### src/rtl/blockram_arbiter_pkg.sv
// Shared types and defaults for the BlockRam arbiter: FSM states, port ids, address/data widths.
package blockram_arbiter_pkg;

  localparam int unsigned ARB_AW = 8;
  localparam int unsigned ARB_DW = 16;

  typedef enum logic [1:0] {
    IDLE   = 2'd0,
    ARM    = 2'd1,
    ACCESS = 2'd2,
    DONE   = 2'd3
  } stateT;

  typedef enum logic {
    PORT_A = 1'b0,
    PORT_B = 1'b1
  } portT;

endpackage

### src/rtl/blockram_arbiter_pick.sv
// Combinational grant selection for the BlockRam arbiter.
// Policy: fixed A-over-B by default; round-robin when BRAM_ARB_RR_EN is defined.
module blockram_arbiter_pick
  import blockram_arbiter_pkg::*;
(
  input  logic ReqA,
  input  logic ReqB,
  input  logic MaskEn,
  input  portT MaskPort,
  input  portT LastWinner,
  output logic GrantValid_c,
  output portT GrantPort_c
);

  logic reqAEff;
  logic reqBEff;

  // The port just served cannot win the arbitration made in its own DONE cycle.
  assign reqAEff      = ReqA && !(MaskEn && (MaskPort == PORT_A));
  assign reqBEff      = ReqB && !(MaskEn && (MaskPort == PORT_B));
  assign GrantValid_c = reqAEff || reqBEff;

`ifdef BRAM_ARB_RR_EN
  // On contention the port that did not win last time goes first.
  assign GrantPort_c = (reqAEff && reqBEff) ? ((LastWinner == PORT_A) ? PORT_B : PORT_A)
                                            : (reqAEff ? PORT_A : PORT_B);
`else
  logic unusedLastWinner;
  assign unusedLastWinner = (LastWinner == PORT_B);
  assign GrantPort_c      = reqAEff ? PORT_A : PORT_B;
`endif

endmodule

### src/rtl/blockram_arbiter.sv
// Shares one BlockRam (registered En/Wr) between host port A and engine port B.
// Contention policy selected by BRAM_ARB_RR_EN inside blockram_arbiter_pick (fixed A-first when undefined).
module blockram_arbiter
  import blockram_arbiter_pkg::*;
#(
  parameter int unsigned AW = ARB_AW,
  parameter int unsigned DW = ARB_DW
) (
  input  logic          Clk,
  input  logic          ResetN,
  input  logic          ReqA,
  input  logic          WrA,
  input  logic [AW-1:0] AddrA,
  input  logic [DW-1:0] DataWrA,
  output logic          AckA,
  output logic [DW-1:0] DataRdA,
  input  logic          ReqB,
  input  logic          WrB,
  input  logic [AW-1:0] AddrB,
  input  logic [DW-1:0] DataWrB,
  output logic          AckB,
  output logic [DW-1:0] DataRdB,
  output logic [AW-1:0] RamAddr,
  output logic [DW-1:0] RamDataWr,
  output logic          RamEn,
  output logic          RamWr,
  input  logic [DW-1:0] RamDataRd
);

  stateT state, stateNext;
  portT  grant, grantNext, lastWinner, lastWinnerNext, pickPort;
  logic  grantWr, grantWrNext;
  logic  pickValid, maskEn, startGrant;
  logic  ramEnNext, ramWrNext, ackANext, ackBNext, loadRdA, loadRdB;
  logic [AW-1:0] ramAddrNext;
  logic [DW-1:0] ramDataWrNext;

  blockram_arbiter_pick uPick (
    .ReqA         (ReqA),
    .ReqB         (ReqB),
    .MaskEn       (maskEn),
    .MaskPort     (grant),
    .LastWinner   (lastWinner),
    .GrantValid_c (pickValid),
    .GrantPort_c  (pickPort)
  );

  // Next state and next registered outputs; En/Wr are issued on entry to ARM.
  always_comb begin
    stateNext      = state;
    grantNext      = grant;
    grantWrNext    = grantWr;
    lastWinnerNext = lastWinner;
    maskEn         = 1'b0;
    startGrant     = 1'b0;
    ramEnNext      = 1'b0;
    ramWrNext      = 1'b0;
    ramAddrNext    = RamAddr;
    ramDataWrNext  = RamDataWr;
    ackANext       = 1'b0;
    ackBNext       = 1'b0;
    loadRdA        = 1'b0;
    loadRdB        = 1'b0;
    case (state)
      IDLE:   startGrant = pickValid;
      ARM:    stateNext  = ACCESS;
      ACCESS: stateNext  = DONE;
      DONE: begin
        maskEn     = 1'b1;
        ackANext   = (grant == PORT_A);
        ackBNext   = (grant == PORT_B);
        loadRdA    = ackANext && !grantWr;
        loadRdB    = ackBNext && !grantWr;
        startGrant = pickValid;
        stateNext  = IDLE;
      end
      default: stateNext = IDLE;
    endcase
    if (startGrant) begin
      stateNext      = ARM;
      grantNext      = pickPort;
      lastWinnerNext = pickPort;
      ramEnNext      = 1'b1;
      if (pickPort == PORT_A) begin
        ramWrNext     = WrA;
        ramAddrNext   = AddrA;
        ramDataWrNext = DataWrA;
      end else begin
        ramWrNext     = WrB;
        ramAddrNext   = AddrB;
        ramDataWrNext = DataWrB;
      end
      grantWrNext = ramWrNext;
    end
  end

  always_ff @(posedge Clk or negedge ResetN) begin
    if (!ResetN) begin
      state      <= IDLE;
      grant      <= PORT_A;
      lastWinner <= PORT_B;
      grantWr    <= 1'b0;
      RamEn      <= 1'b0;
      RamWr      <= 1'b0;
      RamAddr    <= '0;
      RamDataWr  <= '0;
      AckA       <= 1'b0;
      AckB       <= 1'b0;
      DataRdA    <= '0;
      DataRdB    <= '0;
    end else begin
      state      <= stateNext;
      grant      <= grantNext;
      lastWinner <= lastWinnerNext;
      grantWr    <= grantWrNext;
      RamEn      <= ramEnNext;
      RamWr      <= ramWrNext;
      RamAddr    <= ramAddrNext;
      RamDataWr  <= ramDataWrNext;
      AckA       <= ackANext;
      AckB       <= ackBNext;
      if (loadRdA) DataRdA <= RamDataRd;
      if (loadRdB) DataRdB <= RamDataRd;
    end
  end

endmodule
### config.mk
export PLATFORM = sky130hd
export DESIGN_NAME = blockram_arbiter
export DESIGN_NICKNAME = d
export VERILOG_FILES = /design/src/rtl/blockram_arbiter_pkg.sv /design/src/rtl/blockram_arbiter_pick.sv /design/src/rtl/blockram_arbiter.sv
export SDC_FILE = /design/constraint.sdc
export NUM_CORES = 1
export LEC_CHECK = 0
export CORE_MARGIN = 2
export CORE_UTILIZATION = 37
export DETAILED_ROUTE_END_ITERATION = 6
export PLACE_DENSITY = 0.77
export SETUP_SLACK_MARGIN = 0.15
export SYNTH_ARGS = -nofsm -noshare
export SYNTH_HDL_FRONTEND = slang
export SYNTH_HIERARCHICAL = 1
export SYNTH_SLANG_ARGS = --single-unit
### constraint.sdc
create_clock -name Clk -period 1.6 [get_ports Clk]
set_input_delay 0.32 -clock Clk [delete_from_list [all_inputs] [get_ports Clk]]
set_output_delay 0.32 -clock Clk [all_outputs]
set_load 0.02 [all_outputs]
# Yosys cells after proc, flatten, opt, wreduce, memory -nomap -nowiden
# Cells that the tools add are included.
[word_totals]
regBits = 64
word_cells = 42
[op_classes]
n_eq_ne = 3
n_mux = 14
reduce_logical = 13
n_bitwise = 1
[op_table]
columns = ["cell", "n"]
rows = [
  ["two-way mux 16 bit", 1],
  ["two-way mux 1 bit", 10],
  ["two-way mux 8 bit", 1],
  ["logical AND 1 bit", 6],
  ["case mux 2 bit (3 select lines)", 1],
  ["equality test 2 bit (second input constant)", 2],
  ["nonzero test 4 bit", 1],
  ["logical NOT 1 bit", 3],
  ["equality test 2 x 1 -> 1 bit (second input constant)", 1],
  ["logical NOT 2 bit", 1],
  ["two-way mux 2 bit", 1],
  ["OR reduction 2 bit", 1],
  ["logical OR 1 bit", 1],
  ["inverter 1 bit", 1],
]

# Logic depth before layout (Yosys ltp)
[depth]
ltp_word = 8
depth_mapped = 7

# By module
# The synthesis kept the hierarchy.
[by_module_without_submodules]
columns = ["module", "cells_each", "area_each_um2", "n_inst"]
rows = [
  ["blockram_arbiter", 203, 2703.8, 1],
  ["blockram_arbiter_pick", 5, 27.5, 1],
]

# Worst setup path after synthesis
# Ideal clock, no wire load.
[synth_timing]
kind = "register -> register"
startpoint = "register state[1]"
endpoint = "register RamDataWr[10]"
slack_ns = -0.086
required_ns = 1.474
setup_ns = 0.126
n_path_buf = 2
stages_incl_launch_ff = 8
period_less_slack_ns = 1.686
arrival_time_ns = 1.560
path_cell_list = "dfrtp_1 ha_1 inv_1 o21ai_0 buf_4 buf_2 mux2i_1 a21oi_1"
[synth_between]
elab_chain_cells = 7
[synth_rtl]
columns = ["item", "line_no", "text"]
rows = [
  ["from (decl)", "blockram_arbiter.sv:30", "stateT state, stateNext;"],
  ["from (signal assigned)", "blockram_arbiter.sv:112", "state <= stateNext;"],
  ["equality test 2 bit (*)", "blockram_arbiter.sv:64", "case (state)"],
  ["two-way mux 1 bit (*)", "blockram_arbiter.sv:64", ""],
  ["via maskEn", "blockram_arbiter.sv:33", "logic pickValid, maskEn, startGrant;"],
  ["logical AND 1 bit (on tied branches)", "blockram_arbiter_pick.sv:19, blockram_arbiter_pick.sv:20", ""],
  ["logical NOT 1 bit (on tied branches)", "blockram_arbiter_pick.sv:19, blockram_arbiter_pick.sv:20", ""],
  ["logical AND 1 bit (on tied branches)", "blockram_arbiter_pick.sv:19, blockram_arbiter_pick.sv:20", ""],
  ["logical OR 1 bit", "blockram_arbiter_pick.sv:21", "assign GrantValid_c = reqAEff || reqBEff;"],
  ["two-way mux 1 bit", "blockram_arbiter.sv:64", ""],
  ["to (signal assigned)", "blockram_arbiter.sv:119", "RamDataWr <= ramDataWrNext;"],
  ["to (decl)", "blockram_arbiter.sv:24", "output logic [DW-1:0] RamDataWr,"],
]
# The timed path passes the listed nets; every way through them passes the cells marked *.
# A chain may end at the register's enable or synchronous reset.

# Worst setup path after layout
[layout_timing]
startpoint = "register state[0]"
endpoint = "register grant"
[layout_lines]
columns = ["item", "line_no", "text"]
rows = [
  ["equality test 2 bit", "blockram_arbiter.sv:64", ""],
  ["two-way mux 1 bit", "blockram_arbiter.sv:64", ""],
  ["via maskEn", "blockram_arbiter.sv:33", ""],
  ["logical AND 1 bit", "blockram_arbiter_pick.sv:19", "assign reqAEff = ReqA && !(MaskEn && (MaskPort == PORT_A));"],
  ["logical NOT 1 bit", "blockram_arbiter_pick.sv:19", ""],
  ["logical AND 1 bit", "blockram_arbiter_pick.sv:19", ""],
  ["two-way mux 1 bit", "blockram_arbiter_pick.sv:30", "assign GrantPort_c = reqAEff ? PORT_A : PORT_B;"],
  ["via pickPort", "blockram_arbiter.sv:31", "portT grant, grantNext, lastWinner, lastWinnerNext, pickPort;"],
  ["to (signal assigned)", "blockram_arbiter.sv:113", "grant <= grantNext;"],
  ["to (decl)", "blockram_arbiter.sv:31", ""],
]
# The timed path passes the listed nets, and every way through them passes these cells.

==> results.py <==
metrics = {
    "clock_tree": {
        "cts.sinks": 64,
        "cts_htree_levels": 3,
        "cts_tree": "yes",
        "root_buffer": "clkbuf_8",
        "clkLatencyLatePin_ns": 0.33,
        "clock_path_buffers": 2,
        "numCtsBuffers": 9,
        "clk_pin_slew_ns": 0.07,
    },
    "timing": {
        "timing.final.hold_violations": 0,
        "maxSlewViolCount": 0,
        "tightest_slew_ns": 0.464,
        "min_period_ns": 1.55,
        "tns_ns": 0,
        "fmax_mhz": 646,
        "max_slew_margin_pct": 69.0,
        "min_period_over_period_pct": 96.8,
        "finClkSkew_ns": 0.00598,
        "holdWs_ns": 0.500,
        "rsz0062_at_grt": "yes",
        "setup_viol_count_final": 0,
    },
    "setup_path": {
        "cp_cell_sequence": "ha_4 > inv_2 > o21ai_4 > buf_4 > buf_16 > buf_4 > mux2_2",
        "cp-end-kind": "flop",
        "worstPathRequired_ns": 1.82,
        "crit_top_cell": "buf_4",
        "reg2reg_depth": 7,
        "critPathLaunchType": "flop",
        "cp_slowest_stage_delay_ns": 0.42,
        "cp.arrival_ns": 1.77,
        "critical_path_class": "reg2reg",
        "regToRegSetupSlack_ns": 0.05,
        "r2r_end": "grant",
        "slowest_stage": "dfrtp_1",
        "cp_max_fo": 6,
        "regToRegStartpoint": "state[0]",
    },
    "pwr": {
        "pwr_density_cell_mw_per_mm2": 2060,
        "total_power_mw": 9.79,
        "vdd_drop_max_v": 0.000848,
        "p_leak_nw": 2.20,
    },
    "cells_and_area": {
        "fin_nets": 435,
        "drive_gt1_share_pct": 25.6,
        "stdcell_count": 466,
        "insertedDiodeCount": 0,
        "fill_cells": 554,
        "syn2layout_area_growth_pct": 76.7,
    },
    "route": {
        "wirelength_um": 7500,
        "drc_errors": 0,
        "met3_wirelength_um": 530,
        "via_per_inst": 4.85,
        "drt_iter0_drc": 62,
        "wl_met1_um": 3040,
        "drt_first_pass_iters": 4,
        "routed.top_layer": "met4",
        "wl_per_cell_um": 16.1,
        "ant_nets": 0,
        "num_vias": 2262,
        "wl_met2_um": 3820,
    },
    "run_status": {
        "outcome": "finished clean",
    },
    "grt": {
        "grt_max_degree": 38,
        "grt_usage_pct": 17.8,
        "overflow": 0,
        "antenna_found_initial": 0,
        "grt_pass1_wl_um": 10700,
        "grt_pass1_vias": 2272,
    },
    "floorplanning": {
        "die_w_um": 89.3,
        "fp-row-count": 31,
        "start_util_pct": 37.7,
        "fp.dieH_um": 89.3,
        "dieArea_mm2": 0.00798,
        "io_pins": 130,
        "coreArea_mm2": 0.00714,
    },
    "synthesis": {
        "syn_area_per_cell_um2": 13.1,
        "yosys_warnings": 6,
        "syn-num-nets": 279,
        "netlist_instances": 206,
        "syn-cell-area_mm2": 0.00269,
    },
    "placed_design": {
        "port_buffers": 129,
        "hpwl_um": 4950,
        "place_congestion": 0.713,
        "dp.cells": 439,
    },
    "flow_run": {
        "cap_violations": 0,
    },
    "hold_path": {
        "min_from": "DataRdB[8]",
        "hold_depth": 1,
        "hold_class": "reg2reg",
        "hold_end": "DataRdB[8]",
    },
}
==> critical path: cells and delay by family, from the launching register on <==
kind,cells,cell delay [ns]
buffers and inverters,4,0.49
AOI/OAI and AO/OA,1,0.08
muxes,1,0.25
DFF,1,0.42
adders and majority gates,1,0.20
==> layout by cell type, fill, tap and decap left out, types with 3 or more instances in the layout <==
master	instances
a21oi_1	50
buf_12	4
buf_4	15
buf_6	5
bufinv_16	3
clkbuf_8	9
clkdlybuf4s50_1	68
dfrtp_1	64
dlygate4sd2_1	60
mux2_2	4
mux2_4	29
mux2i_1	21
mux2i_2	4
==> area by class of cell <==
cell class	count	area, µm²	area share, %
tap	99	124	2.60
clock inverter	7	120	2.52
multi-input combinational	125	1220	25.7
clock buffer	9	124	2.60
timing repair buffer	158	1550	32.6
sequential	64	1600	33.6
inverter	4	17.5	0.368
==> state kept, by name, indices dropped and copies added (netlist names) <==
| name | cells |
|---|---|
| DataRdB | 16 |
| grantWr | 1 |
| DataRdA | 16 |
| RamDataWr | 16 |
| AckB | 1 |
| RamAddr | 8 |
| AckA | 1 |
| state | 2 |
| RamEn | 1 |
| RamWr | 1 |
| grant | 1 |
==> per-layer routing <==
layer / vias up / global-route usage [%]
met5: - / 0
met4: 0 / 7.19
met3: 13 / 4.99
met2: 100 / 31.3
met1: 1105 / 20.4
li1: 1044 / -
==> timing repair <==
item                                    in CTS  in global routing
setup buffers                                7                  1
gates resized for setup                     71                 43
cloned                                       1                  1
endpoints found under the setup margin     105                 61
hold endpoints to repair                    20                  0
hold buffers                                 1                  0
pin swaps                                   13                 13
==> worst max-delay path by stage <==
stage,cells after the start,start,end
floorplan,4,state[1],DataRdA[10]
global placement,6,ReqA,RamAddr[5]
detailed placement,6,ReqA,RamDataWr[11]
CTS,7,state[1],RamDataWr[15]
global route,7,state[0],RamDataWr[10]
finish,7,state[0],grant
==> metrics by stage <==
step / utilization (%) / area (µm²) / setup slack [ns]
after floorplan: - / 2730 / 0.0697
after global placement: 59.5 / 4250 / -0.0854
after detailed placement: 59.5 / 4250 / -0.165
after CTS: 63.9 / 4560 / 0.0524
after global routing: 66.7 / 4760 / -0.00891
final: 66.7 / 4760 / 0.0513
==> report_power, final <==
group          switching (mW)  internal, mW  leakage, nW  total, mW
registers               0.452          2.45        0.736       2.90
clock network           0.636          1.04        0.119       1.67
logic                    2.69          2.52         1.34       5.22
total                    3.78          6.01         2.20       9.79
Note: power is estimated with default switching activity, not from simulation.
